[src/rtl/clkdiv_pkg.sv]
// Shared types and helpers for the multi-channel clock/tick divider.
// Optional feature macro: CLKDIV_PHASE_EN (per-channel sync phase offset).
package clkdiv_pkg;

  localparam int CW_DEF  = 16;
  localparam int CW_MAX  = 32;
  localparam int NCH_MAX = 16;

  typedef logic [3:0]        chan_idx_t;
  typedef logic [CW_MAX-1:0] cval_t;

  localparam cval_t CVAL_ZERO = {CW_MAX{1'b0}};
  localparam cval_t CVAL_ONE  = {{(CW_MAX-1){1'b0}}, 1'b1};

  // Channel state is held at the widest supported width; bits above CW stay
  // zero because every loaded value is zero-extended from CW bits.
  typedef struct packed {
    cval_t cnt;
    cval_t div;
    cval_t shadow;
    logic  pend;
    cval_t ph;
  } chan_state_t;

  // Width of the channel select bus; a single channel still gets one bit.
  function automatic int sel_w(input int n);
    if (n > 1) begin
      return $clog2(n);
    end else begin
      return 1;
    end
  endfunction

  // Unsigned minimum, used to clamp a phase offset to the applied divisor.
  function automatic cval_t cval_min(input cval_t a, input cval_t b);
    if (a < b) begin
      return a;
    end else begin
      return b;
    end
  endfunction

endpackage

[src/rtl/clkdiv_if.sv]
// Control/status bundle of the divider. master = controller, slave = divider.
// Optional feature macro: CLKDIV_PHASE_EN adds the div_ph bus.
interface clkdiv_if import clkdiv_pkg::*; #(
  parameter int NCH = 2,
  parameter int CW  = CW_DEF
) ();

  localparam int SELW = sel_w(NCH);

  logic [NCH-1:0]  en;
  logic            sync;
  logic            div_wr;
  logic [SELW-1:0] div_sel;
  logic [CW-1:0]   div_val;
`ifdef CLKDIV_PHASE_EN
  logic [CW-1:0]   div_ph;
`endif
  logic [NCH-1:0]  div_pend;
  logic [NCH-1:0]  clk_out;
  logic [NCH-1:0]  tick;

  modport master (
    output en, sync, div_wr, div_sel, div_val,
`ifdef CLKDIV_PHASE_EN
    output div_ph,
`endif
    input  div_pend, clk_out, tick
  );

  modport slave (
    input  en, sync, div_wr, div_sel, div_val,
`ifdef CLKDIV_PHASE_EN
    input  div_ph,
`endif
    output div_pend, clk_out, tick
  );

endinterface

[src/rtl/clkdiv_chan.sv]
// One divider channel: counter, shadow divisor with deferred apply, and
// registered toggle/tick outputs.
// Optional feature macro: CLKDIV_PHASE_EN (sync loads cnt from the phase register).
module clkdiv_chan import clkdiv_pkg::*; #(
  parameter int          CW      = CW_DEF,
  parameter int unsigned DEF_DIV = 1
) (
  input  logic          clk,
  input  logic          rst_n,
  input  logic          en,
  input  logic          sync,
  input  logic          wr,
  input  logic [CW-1:0] wr_val,
`ifdef CLKDIV_PHASE_EN
  input  logic [CW-1:0] wr_ph,
`endif
  output logic          pend,
  output logic          clk_out,
  output logic          tick
);

  localparam cval_t DEF_V = cval_t'(DEF_DIV);
  localparam chan_state_t RST_ST = '{cnt: CVAL_ZERO, div: DEF_V, shadow: DEF_V,
                                     pend: 1'b0, ph: CVAL_ZERO};

  chan_state_t st_q, st_d;
  logic        clk_out_q, clk_out_d;
  logic        tick_q, tick_d;
  cval_t       app_div_s;

  // Next state: sync beats enable; a write is merged last so it lands after any apply.
  always_comb begin
    st_d      = st_q;
    clk_out_d = clk_out_q;
    tick_d    = 1'b0;
    app_div_s = st_q.pend ? st_q.shadow : st_q.div;
    if (sync) begin
      st_d.div  = app_div_s;
      st_d.pend = 1'b0;
      clk_out_d = 1'b0;
`ifdef CLKDIV_PHASE_EN
      st_d.cnt  = cval_min(st_q.ph, app_div_s);
`else
      st_d.cnt  = CVAL_ZERO;
`endif
    end else if (en) begin
      if (st_q.cnt == st_q.div) begin
        // Terminal count runs on the old divisor; the shadow takes over afterwards.
        st_d.cnt  = CVAL_ZERO;
        tick_d    = 1'b1;
        clk_out_d = ~clk_out_q;
        st_d.div  = app_div_s;
        st_d.pend = 1'b0;
      end else begin
        st_d.cnt  = st_q.cnt + CVAL_ONE;
      end
    end else begin
      st_d.cnt = st_q.cnt;
    end
    if (wr) begin
      st_d.shadow = cval_t'(wr_val);
      st_d.pend   = 1'b1;
`ifdef CLKDIV_PHASE_EN
      st_d.ph     = cval_t'(wr_ph);
`endif
    end else begin
      st_d.shadow = st_q.shadow;
    end
`ifndef CLKDIV_PHASE_EN
    st_d.ph = CVAL_ZERO;
`endif
  end

  // State and output registers with asynchronous reset.
  always_ff @(posedge clk or negedge rst_n) begin
    if (!rst_n) begin
      st_q      <= RST_ST;
      clk_out_q <= 1'b0;
      tick_q    <= 1'b0;
    end else begin
      st_q      <= st_d;
      clk_out_q <= clk_out_d;
      tick_q    <= tick_d;
    end
  end

  assign pend    = st_q.pend;
  assign clk_out = clk_out_q;
  assign tick    = tick_q;

endmodule

[src/rtl/clkdiv_multi.sv]
// Multi-channel clock/tick divider top: decodes the divisor write select and
// fans the global sync strobe out to NCH independent channels.
// Optional feature macro: CLKDIV_PHASE_EN (phase-staggered restart on sync).
module clkdiv_multi import clkdiv_pkg::*; #(
  parameter int          NCH     = 2,
  parameter int          CW      = CW_DEF,
  parameter int unsigned DEF_DIV = 1
) (
  input  logic     clk,
  input  logic     rst_n,
  clkdiv_if.slave  bus
);

  logic [NCH-1:0] wr_s;

  for (genvar g = 0; g < NCH; g++) begin : g_chan
    // Selects at or above NCH match no channel, so such writes are dropped.
    assign wr_s[g] = bus.div_wr & (chan_idx_t'(bus.div_sel) == chan_idx_t'(g));

    clkdiv_chan #(
      .CW      (CW),
      .DEF_DIV (DEF_DIV)
    ) u_chan (
      .clk     (clk),
      .rst_n   (rst_n),
      .en      (bus.en[g]),
      .sync    (bus.sync),
      .wr      (wr_s[g]),
      .wr_val  (bus.div_val),
`ifdef CLKDIV_PHASE_EN
      .wr_ph   (bus.div_ph),
`endif
      .pend    (bus.div_pend[g]),
      .clk_out (bus.clk_out[g]),
      .tick    (bus.tick[g])
    );
  end

endmodule

[src/flat_wrapper.sv]
// flat-port wrapper written by rule: the top's interface ports become plain ports
module clkdiv_multi_flat import clkdiv_pkg::*;
#(
  parameter int          NCH     = 2,
  parameter int          CW      = CW_DEF,
  parameter int unsigned DEF_DIV = 1
)
  (clk, rst_n, bus_en, bus_sync, bus_div_wr, bus_div_sel, bus_div_val, bus_div_pend, bus_clk_out, bus_tick);
  clkdiv_if #(.NCH(NCH), .CW(CW)) bus_i ();
  input  logic clk;
  input  logic rst_n;
  input wire logic [$bits(bus_i.en)-1:0] bus_en;
  input wire logic [$bits(bus_i.sync)-1:0] bus_sync;
  input wire logic [$bits(bus_i.div_wr)-1:0] bus_div_wr;
  input wire logic [$bits(bus_i.div_sel)-1:0] bus_div_sel;
  input wire logic [$bits(bus_i.div_val)-1:0] bus_div_val;
  output wire logic [$bits(bus_i.div_pend)-1:0] bus_div_pend;
  output wire logic [$bits(bus_i.clk_out)-1:0] bus_clk_out;
  output wire logic [$bits(bus_i.tick)-1:0] bus_tick;
  assign bus_i.en = bus_en;
  assign bus_i.sync = bus_sync;
  assign bus_i.div_wr = bus_div_wr;
  assign bus_i.div_sel = bus_div_sel;
  assign bus_i.div_val = bus_div_val;
  assign bus_div_pend = bus_i.div_pend;
  assign bus_clk_out = bus_i.clk_out;
  assign bus_tick = bus_i.tick;
  clkdiv_multi #(.NCH(NCH), .CW(CW), .DEF_DIV(DEF_DIV)) u_core (.clk(clk), .rst_n(rst_n), .bus(bus_i));
endmodule
[config.mk]
export PLATFORM = sky130hd
export DESIGN_NAME = clkdiv_multi_flat
export DESIGN_NICKNAME = d
export VERILOG_FILES = /design/src/rtl/clkdiv_pkg.sv /design/src/rtl/clkdiv_if.sv /design/src/rtl/clkdiv_chan.sv /design/src/rtl/clkdiv_multi.sv /design/src/flat_wrapper.sv
export SDC_FILE = /design/constraint.sdc
export NUM_CORES = 1
export LEC_CHECK = 0
export ABC_CLOCK_PERIOD_IN_PS = 2700
export BUFFER_PORTS_ARGS = -buffer_cell sky130_fd_sc_hd__buf_4
export CORE_AREA = 2 2 112 114
export DETAILED_ROUTE_END_ITERATION = 10
export DIE_AREA = 0 0 114 116
export GPL_ROUTABILITY_DRIVEN = 0
export MAX_ROUTING_LAYER = met4
export PLACE_DENSITY = 0.74
export SETUP_SLACK_MARGIN = 0.2
export SYNTH_ARGS = -nofsm -noshare
export SYNTH_HDL_FRONTEND = slang
export SYNTH_HIERARCHICAL = 1
export SYNTH_SLANG_ARGS = --single-unit
[constraint.sdc]
create_clock -name clk -period 2.7 [get_ports clk]
set_clock_uncertainty 0.2 [all_clocks]
set_input_delay 0.27 -clock clk [delete_from_list [all_inputs] [get_ports clk]]
set_output_delay 0.27 -clock clk [all_outputs]
set_load 0.1 [all_outputs]
### After elaboration in Yosys (flattened, before gate mapping)

Index checks and enable logic that the tools add are counted.

* bits in registers: 166
* bits of input ports: 23
* output and inout port bits: 6
* logic and storage cells: 65

* add/sub/neg operators: 2
* equality and inequality tests: 2
* mux-type cells: 32
* bitwise logic cells: 5
* reduce and logical (&&, ||, !) cells: 12

Operators by type and width (number)
* $mux 32: 10
* $mux 64: 2
* $add 32x1->32 const B: 2
* $eq 32x32->1: 2
* $mux 1: 20
* $reduce_bool 3->1: 4
* $reduce_and 2->1: 4
* $reduce_bool 2->1: 4
* $not 1->1: 3
* $and 1x1->1: 2

### Logic depth before layout (Yosys ltp)

Gate-level depths: netlist of the first run.

* depth after elaboration: 5
* gate-level depth with buffers: 8
* mapped depth without buffers: 6

### Modules after synthesis

Netlist of the first run, hierarchy kept.

Modules (own cells, without submodules)
* clkdiv_chan: times used 2, cells an instance 282, area each 3246.9 µm², sequential area each 1679.1 µm²
* clkdiv_multi: times used 1, cells an instance 2, area each 16.3 µm², sequential area each 0.0 µm²

### Worst setup path after synthesis of the first run

Ideal clock, no wire load.

* path type: register -> register
* from: register u_core/g_chan[0].u_chan/st_q[123] (netlist bit)
* to: register u_core/g_chan[0].u_chan/st_q[70] (netlist bit)
* library setup time: 0.125 ns
* arrival time: 2.228 ns
* required time: 2.375 ns
* path slack: 0.147 ns
* cell stages (with the launch flop): 8
* path buffers: 2
* clock period less this slack: 2.553 ns
* path through: dfrtp_1 nor4_2 nand4_1 or4_4 o41a_1 buf_6 buf_12 mux2_4

* cells in the longest elaborated chain, start to end: 3

Ends and longest elaborated chain
* start: declaration: RTL line clkdiv_chan.sv:26 `chan_state_t st_q, st_d;`
* start signal: assignment: RTL line clkdiv_chan.sv:81 `st_q <= st_d;`
* $eq 32x32->1: RTL line clkdiv_chan.sv:47 `if (st_q.cnt == st_q.div) begin`
* $reduce_bool 2->1 (no source line)
* $reduce_and 2->1 (no source line)

Every way passes these cells.
A chain may end at the register's enable or synchronous reset.

### Worst setup path after layout of the first run

* from: register u_core/g_chan[1].u_chan/st_q[120] (netlist bit)
* to: register u_core.g_chan[1].u_chan.st_q, in the netlist u_core/g_chan[1].u_chan/pend

* cells in the longest elaborated chain, start to end: 3

Ends and longest elaborated chain (RTL line)
* start: declaration: clkdiv_chan.sv:26
* start signal: assignment: clkdiv_chan.sv:81
* $eq 32x32->1: clkdiv_chan.sv:47
* $reduce_bool 3->1 (no source line)
* $reduce_and 2->1 (no source line)

Every way passes these cells.

==> results of run 1 <==
## worst max path at each step
stage	endpoint	slack (ns)	depth (start not counted)
6_report	u_core/g_chan[1].u_chan/pend	0.04	9
5_1_grt	u_core/g_chan[1].u_chan/st_q[100]	-0.04	9
4_1_cts	u_core/g_chan[0].u_chan/st_q[79]	0.16	6
3_5_place_dp	u_core/g_chan[1].u_chan/st_q[79]	0.11	6
3_3_place_gp	u_core/g_chan[1].u_chan/st_q[77]	0.14	6
2_1_floorplan	u_core/g_chan[0].u_chan/st_q[70]	0.23	8
## worst reg2reg max path, cell delays in order (launching register included)
cell      delay, ns
dfrtp_1        0.45
nor4_2         0.36
nand4_1        0.19
or4_4          0.46
buf_6          0.14
buf_6          0.11
o31ai_4        0.22
buf_6          0.18
buf_12         0.17
o21bai_1       0.08
## synth_stat cells, types with 4 or more instances
cell type,number
nand4_1,14
nor4_1,18
buf_6,4
mux2_2,46
mux2_4,20
xnor2_1,64
a21oi_1,6
and4_1,8
nor3_1,20
nor2_1,68
dfrtp_1,130
and3_1,10
nand2_1,20
dfstp_2,4
buf_1,4
o31ai_1,4
xor2_1,22
nand3_1,24
clkbuf_1,16
inv_1,22
## timing repair
action	CTS	global route
pin swaps	7	29
endpoints found under the setup margin	32	85
endpoints found under the hold margin	83	0
setup buffers	10	2
hold buffers	20	0
cloned	0	3
gates resized for setup	3	58
## routing by layer
layer	track usage	vias up	wire (um)
met5	-	-	0
met4	0.0927	0	283
met3	0.0481	29	548
met2	0.352	119	6910
met1	0.291	2254	6150
li1	-	2123	-
## metrics by stage
step,hold WS [ns],cells,util,cell area [um2]
final,0.234,795,0.681,8110
after global routing,0.278,795,0.681,8110
after CTS,0.232,790,0.656,7820
after detailed placement,0.132,728,0.582,6930
after global placement,0.127,728,0.582,6930
after floorplan,-0.226,566,-,6510
## cells in the final DEF (no fill, tap or decap), drive strengths merged, types with 4 or more instances in the layout
master       instances
a21oi                6
and3                10
and4                 8
buf                 56
clkbuf              25
clkinv               6
dfrtp              130
dfstp                4
dlygate4sd3         20
inv                 22
mux2                66
nand2               20
nand3               24
nand4               14
nor2                68
nor3                20
nor4                22
o31ai                4
or4                  6
xnor2               64
xor2                22
## power groups by stage
stage / Clock (mW) / Sequential [mW] / Combinational, mW
2_1_floorplan: 0 / 2.41 / 0.475
3_3_place_gp: 0 / 2.45 / 0.617
3_5_place_dp: 0 / 2.45 / 0.641
4_1_cts: 2.33 / 2.42 / 0.672
5_1_grt: 2.43 / 2.45 / 0.750
6_report: 2.29 / 2.42 / 0.695
## layout make-up
cell class / instances / area share
sequential: 134 / 0.414
multi-input combinational: 382 / 0.386
timing repair buffer: 78 / 0.0932
tap: 147 / 0.0227
clock inverter: 9 / 0.0120
inverter: 22 / 0.0102
clock buffer: 23 / 0.0614
## cells by family after synthesis
| group | Yosys count | synth area share |
|---|---|---|
| and+or+nand+nor | 200 | 0.164 |
| DFF | 134 | 0.516 |
| xor gates and xnor gates | 86 | 0.116 |
| muxes | 66 | 0.126 |
| buffers and inverters | 50 | 0.0396 |
| AOI/OAI and AO/OA | 28 | 0.0350 |
| adders and majority gates | 2 | 0.00384 |
## registers in the layout, summed over array words and instances (netlist names)
register,count
u_core/g_chan.u_chan/st_q,128
u_core/g_chan.u_chan/tick,2
u_core/g_chan.u_chan/clk_out,2
u_core/g_chan.u_chan/pend,2
==> out/summary.txt, run 1 <==
Period minus WS final: 2.66 ns
Sequential share of power: 0.448
H-tree depth: 4
First-pass GRT wire length: 22.5 mm
Via count: 4525
CP Cell Sequence: nor4_2 > nand4_1 > or4_4 > buf_6 > buf_6 > o31ai_4 > buf_6 > buf_12 > o21bai_1
I/O Buffers: 28
Final setup vio count: 0
Detailed Place HPWL: 8.74 mm
Share of layout cells above drive strength 1: 0.323
NetSw: 1.28 mW
Row Count: 40
Nets: 660
Die ar.: 13200 um2
Min-Delay Path Class: input pin to async pin
Routed wire per std cell: 17.5 um
Total GRT Usage: 0.226
Crit path largest cell delay: 0.46 ns
Core area: 11900 um2
Slowest cell on crit path: or4_4
Post-synth EDFFs: 0
Worst-Skew Late Latency: 0.42 ns
Dpl ws: 0.108 ns
CP dominant cell by count: buf_6
Clk pwr share: 0.424
Via/cell ratio: 5.69
Crit. End Element: flip-flop
Area growth from synthesis to final layout: 24.5%
Largest net degree at the start of global routing: 50
Clock buffer depth: 2
Relative slew slack: 0.346
Async S/R FF share, synth: 1.00
Antenna Cells: 0
P_int: 4.13 mW
Max Cap Viol: 0
Max Freq: 375 MHz
FF-to-FF Start: u_core/g_chan[1].u_chan/st_q[120]
VDD IR-drop max: 0.507 mV
RSZ-0062 raised after global routing: yes
Status: finished, final reports clean
Root buffer cell: clkbuf_16
Iteration-0 DRC Markers: 244
Critical path arrival: 2.77 ns
Ranking of synthesized cells by area: dfrtp_1, xnor2_1, mux2_2
Worst Setup SP: u_core/g_chan[1].u_chan/st_q[120]
Sw frac: 0.236
Post-synth top area share: 0.500
Vias in the first global route: 4449
Req. time, crit path: 2.80 ns
Top delay family on crit path: simple AND/OR/NAND/NOR gates
Synth Net Count: 591
WS Path Type: flip-flop to flip-flop
Comb pwr share: 0.129
Least-Margin Pin Slew: 0.980 ns
Cell taking the most area after synthesis: dfrtp_1
Total CTS buffers: 17
Slack of the critical path: 0.0350 ns
Synthesized area: 6510 um2
P_leak: 3.35 nW
R2R Path End: u_core/g_chan[1].u_chan/pend
Unique masters post-synth: 42
Tcrit/Tclk final: 0.987
Starting Density: 0.547
Final Hold Fails: 0
Multi-input gate area: 3130 um2
Buffer and inverter count on the worst path: 4
Critical Path Fanout Max: 8
CTS tree: built
Remaining antenna violation count after routing: 0
Main synth FF type: dfrtp_1
Share of the yosys chip area belonging to registers: 0.516
Fin. max-slew vios: 0
1st-pass router iterations: 5
Synth Register Bits: 134
Reg clk slew, reported paths: 0.06 ns
Worst r2r path cells: 9
Die height: 116 um
Synth Instances: 566
Fill cells: 829
DIE WIDTH: 114 um
DRC violations left: 0
Io pins: 29
Total Wirelength: 13.9 mm
R2R setup slack: 0.04 ns
Congestion Overflow GR: 0
Sum of negative setup slack: 0 ns
Syn Area/Cell: 11.5 um2
Initial antenna violation count: 0
Sequential cell area: 3360 um2
Startpoint types: flip-flop
YS warnings: 6
PwrDens: 667 nW/um2
Sink Count: 134
Tot Pwr: 5.41 mW
(Power assumes the default switching activity.)
==> run 2, diff against run 1 <==
CORE_AREA = 2 2 146 148   (was 2 2 112 114)
DIE_AREA = 0 0 148 150   (was 0 0 114 116)
PLACE_DENSITY = unset   (was 0.74)
==> run 2 against run 1 <==
  * Wire length shrank 2.7%
  * Clock power is 8% higher
  * Sequential cell count unchanged
  * Worst hold slack gained 0.0063 ns
  * Register-to-register slack improved by 0.13 ns
  * Core utilization is 29 points lower
  * Critical endpoint is now u_core/g_chan[1].u_chan/st_q[77]
==> out/summary.txt, run 2 (synthesis results as in run 1) <==
Status: finished, final reports clean
Fin. max-slew vios: 0
CTS tree: built
Req. time, crit path: 2.80 ns
P_int: 4.32 mW
Reg clk slew, reported paths: 0.06 ns
Detailed Place HPWL: 9.14 mm
Die height: 150 um
P_leak: 3.37 nW
Tcrit/Tclk final: 0.940
Finished layout cell area: 8120 um2
Total CTS buffers: 17
DIE WIDTH: 148 um
Row Count: 53
Final Hold Fails: 0
Relative slew slack: 0.334
Largest net degree at the start of global routing: 80
Period minus WS final: 2.54 ns
Via count: 4368
Max reg flops: 128
I/O Buffers: 28
Comb pwr share: 0.125
Crit. End Element: flip-flop
Most common cell after layout, fill and taps aside: dfrtp_1
Clock buffer depth: 2
H-tree depth: 4
Clk pwr share: 0.443
Congestion Overflow GR: 0
Share of layout cells above drive strength 1: 0.287
Via/cell ratio: 4.73
Placed Instance Area: 7140 um2
Sequential share of power: 0.432
VDD IR-drop max: 0.427 mV
Antenna Cells: 0
First-pass GRT wire length: 23.1 mm
Highest routed metal layer: met4
Routed wire per std cell: 14.6 um
Most flop-heavy register: u_core/g_chan.u_chan/st_q
Critical path arrival: 2.64 ns
M1 WL: 6.95 mm
Starting Density: 0.315
Sink Count: 134
Met3 routed wirelength: 469 um
Tot Pwr: 5.61 mW
RSZ-0062 raised after global routing: yes
Min-Delay Path Class: input pin to async pin
Critical Path Fanout Max: 16
Sw frac: 0.230
Max Cap Viol: 0
Commonest cells after routing, fill and taps aside: dfrtp_1, nor2_1, xnor2_1
Worst-Skew Late Latency: 0.42 ns
Root buffer cell: clkbuf_16
Final setup vio count: 0
Total Wirelength: 13.5 mm
Core area: 20700 um2
Area growth from synthesis to final layout: 24.7%
1st-pass router iterations: 4
Die ar.: 22200 um2
Initial antenna violation count: 0
Nets: 660
Max Freq: 394 MHz
PwrDens: 692 nW/um2
Sum of negative setup slack: 0 ns
Fin util: 0.392
NetSw: 1.29 mW
Remaining antenna violation count after routing: 0
Iteration-0 DRC Markers: 281
Met2 wire length: 5.86 mm
Vias in the first global route: 4452
Startpoint types: flip-flop
Total GRT Usage: 0.136
WS Path Type: flip-flop to flip-flop
Least-Margin Pin Slew: 0.997 ns
DRC violations left: 0
Io pins: 29
[run 2: cell count changes in the layout (fill, tap and decap cells not counted), sizes merged]
cell and delta:
clkinvlp -1, buf +2, clkbuf -3, clkinv -1, bufinv +3
[run 2: per-stage QoR]
step / hold WS [ns] / std cells / setup WS [ns]
2_1_floorplan: -0.226 / 566 / 0.232
5_1_grt: 0.318 / 923 / 0.100
3_5_place_dp: 0.170 / 862 / 0.159
4_1_cts: 0.288 / 920 / 0.199
3_3_place_gp: 0.170 / 862 / 0.171
6_report: 0.240 / 923 / 0.162
[run 2: final cells by class]
cell class / count / area, um2
flip-flops and latches: 134 / 3360
repair buffers: 78 / 702
multi-input cells: 382 / 2990
clock inverters: 10 / 179
clock buffers: 22 / 454
well taps: 275 / 344
inverters: 22 / 82.6
fillers: 2007 / 12600
[run 2: worst paths after layout]
path	slack [ns]	end	depth (start not counted)	from
setup reg to reg	0.16	u_core/g_chan[1].u_chan/st_q[77]	6	u_core/g_chan[1].u_chan/st_q[99]
min in group clk	0.30	u_core/g_chan[0].u_chan/st_q[79]	1	u_core/g_chan[0].u_chan/st_q[47]
max in group asynchronous	1.27	u_core/g_chan[1].u_chan/st_q[101]	3	rst_n
hold reg to reg	0.30	u_core/g_chan[0].u_chan/st_q[79]	1	u_core/g_chan[0].u_chan/st_q[47]
hold / removal	0.24	u_core/g_chan[0].u_chan/st_q[116]	2	rst_n
setup / recovery	0.16	u_core/g_chan[1].u_chan/st_q[77]	6	u_core/g_chan[1].u_chan/st_q[99]
[run 2: layer usage]
metal	up-vias	global-route usage
li1	2119	-
met1	2168	0.191
met2	64	0.190
met3	17	0.0287
met4	0	0.0581
met5	-	-
[run 2: worst max-delay path: stages (launching register included)]
cell,delay (ns)
dfrtp_1,0.41
xnor2_2,0.23
nand4_1,0.16
or4_4,0.57
o41a_1,0.36
buf_12,0.18
mux2_4,0.30
[run 2: power by group through the flow]
stage          registers, mW  logic (mW)  clock network [mW]
2_1_floorplan           2.41       0.475                   0
3_3_place_gp            2.46       0.649                   0
3_5_place_dp            2.46       0.667                   0
4_1_cts                 2.43       0.701                2.54
5_1_grt                 2.46       0.768                2.62
6_report                2.43       0.702                2.48
[run 2: timing repair]
item	in CTS	in global routing
resized for setup	6	9
buffers inserted	6	3
endpoints found under the hold margin	115	0
pin swaps	6	6
endpoints found under the setup margin	30	32
hold buffers	20	0
cloned	0	0
==> run 3, diff against run 2 <==
REMOVE_ABC_BUFFERS = 1   (was unset)
==> run 3 against run 2 <==
  * Critical path depth did not move
  * Sequential power about the same
  * Final cell count grew 0.76%
  * Combinational power about the same
  * Total power decreased by 4.6%
  * Worst hold slack lost 0.16 ns
  * Sequential cell count unchanged
  * Global-route usage shrank 0.27 points
  * Critical path type unchanged
  * Highest routed layer unchanged
==> out/summary.txt, run 3 (synthesis results as in run 1) <==
Status: finished, final reports clean
Detailed Place HPWL: 9.14 mm
Total GRT Usage: 0.133
Met2 wire length: 5.90 mm
Core area: 20700 um2
Worst r2r path cells: 6
PwrDens: 660 nW/um2
Period minus WS final: 2.62 ns
Fin util: 0.392
Iteration-0 DRC Markers: 256
CTS tree: built
1st-pass router iterations: 4
Antenna Cells: 0
Remaining antenna violation count after routing: 0
Least-Margin Pin Slew: 0.997 ns
Critical Path Fanout Max: 16
Die ar.: 22200 um2
Max Freq: 381 MHz
Row Count: 53
Min Hold Slack: 0.0755 ns
First-pass GRT wire length: 22.4 mm
Clock buffer depth: 2
M1 WL: 7.02 mm
Total Wirelength: 13.7 mm
Crit. End Element: flip-flop
Via/cell ratio: 4.67
Min-Delay Path Class: input pin to flip-flop
Commonest cells after routing, fill and taps aside: dfrtp_1, nor2_1, xnor2_1
Largest net degree at the start of global routing: 61
Max reg flops: 128
Vias in the first global route: 4257
Met3 routed wirelength: 596 um
Req. time, crit path: 2.80 ns
Relative slew slack: 0.332
Sink Count: 134
Final setup vio count: 0
RSZ-0062 raised after global routing: yes
Tcrit/Tclk final: 0.971
Max Cap Viol: 0
Critical path arrival: 2.72 ns
Worst-Skew Late Latency: 0.42 ns
Nets: 667
Congestion Overflow GR: 0
Initial antenna violation count: 0
Starting Density: 0.315
Startpoint types: flip-flop
Routed wire per std cell: 14.7 um
DRC violations left: 0
H-tree depth: 4
WS Path Type: flip-flop to flip-flop
Area growth from synthesis to final layout: 24.6%
Most flop-heavy register: u_core/g_chan.u_chan/st_q
Share of layout cells above drive strength 1: 0.278
Root buffer cell: clkbuf_16
Final Hold Fails: 0
DIE WIDTH: 148 um
Most common cell after layout, fill and taps aside: dfrtp_1
Fin. max-slew vios: 0
VDD IR-drop max: 0.480 mV
Via count: 4342
P_leak: 3.39 nW
Io pins: 29
Reg clk slew, reported paths: 0.06 ns
Highest routed metal layer: met4
Die height: 150 um
Worst hold path depth: 3
I/O Buffers: 28
Total CTS buffers: 17
-- run 3: worst paths after layout --
check / startpoint / end / slack (ns)
setup reg to reg: u_core/g_chan[1].u_chan/st_q[118] / u_core/g_chan[1].u_chan/st_q[77] / 0.08
setup / recovery: u_core/g_chan[1].u_chan/st_q[118] / u_core/g_chan[1].u_chan/st_q[77] / 0.08
max in group asynchronous: rst_n / u_core/g_chan[0].u_chan/st_q[127] / 1.37
hold reg to reg: u_core/g_chan[1].u_chan/st_q[46] / u_core/g_chan[1].u_chan/st_q[78] / 0.30
hold / removal: bus_sync / u_core/g_chan[1].u_chan/clk_out / 0.08
min in group asynchronous: rst_n / u_core/g_chan[0].u_chan/st_q[117] / 0.19
-- run 3: cell type report --
type	instances	area, um2
Fill cell	1987	12600
Sequential cell	134	3360
Multi-Input combinational cell	382	2960
Timing Repair Buffer	85	798
Clock buffer	27	493
Tap cell	275	344
Inverter	22	82.6
Clock inverter	5	75.1
-- run 3: what timing repair did --
action / 4_1_cts / 5_1_grt
gates cloned: 0 / 3
pin swaps: 2 / 2
setup buffers: 1 / 2
hold endpoints to repair: 90 / 0
resized for setup: 1 / 10
hold buffers: 19 / 0
setup endpoints to repair: 34 / 100
-- run 3: where the power goes --
part	switching, mW	internal [mW]
Clock	0.813	1.43
Combinational	0.281	0.421
Sequential	0.165	2.25
Total	1.26	4.10
-- run 3: routing by layer --
layer,vias up,GRT usage
met2,82,0.186
li1,2132,-
met5,-,-
met1,2113,0.189
met4,0,0.0414
met3,15,0.0354
-- run 3: critical path, stage by stage, from the launching register on --
cell and delay [ns]:
dfrtp_1 0.41, nor4_2 0.32, nand4_1 0.16, or4_4 0.58
o41a_1 0.36, buf_12 0.18, mux2_4 0.29
-- run 3: stage by stage --
stage	instances	setup TNS, ns	setup WS [ns]	instance area (um2)	total power, mW
2_1_floorplan	538	-51.20	-0.858	6330	2.86
3_3_place_gp	873	0	0.122	7220	3.10
3_5_place_dp	873	0	0.0878	7220	3.12
4_1_cts	925	0	0.0872	8000	5.42
5_1_grt	930	-0.115	-0.0185	8110	5.61
6_report	930	0	0.0781	8110	5.36
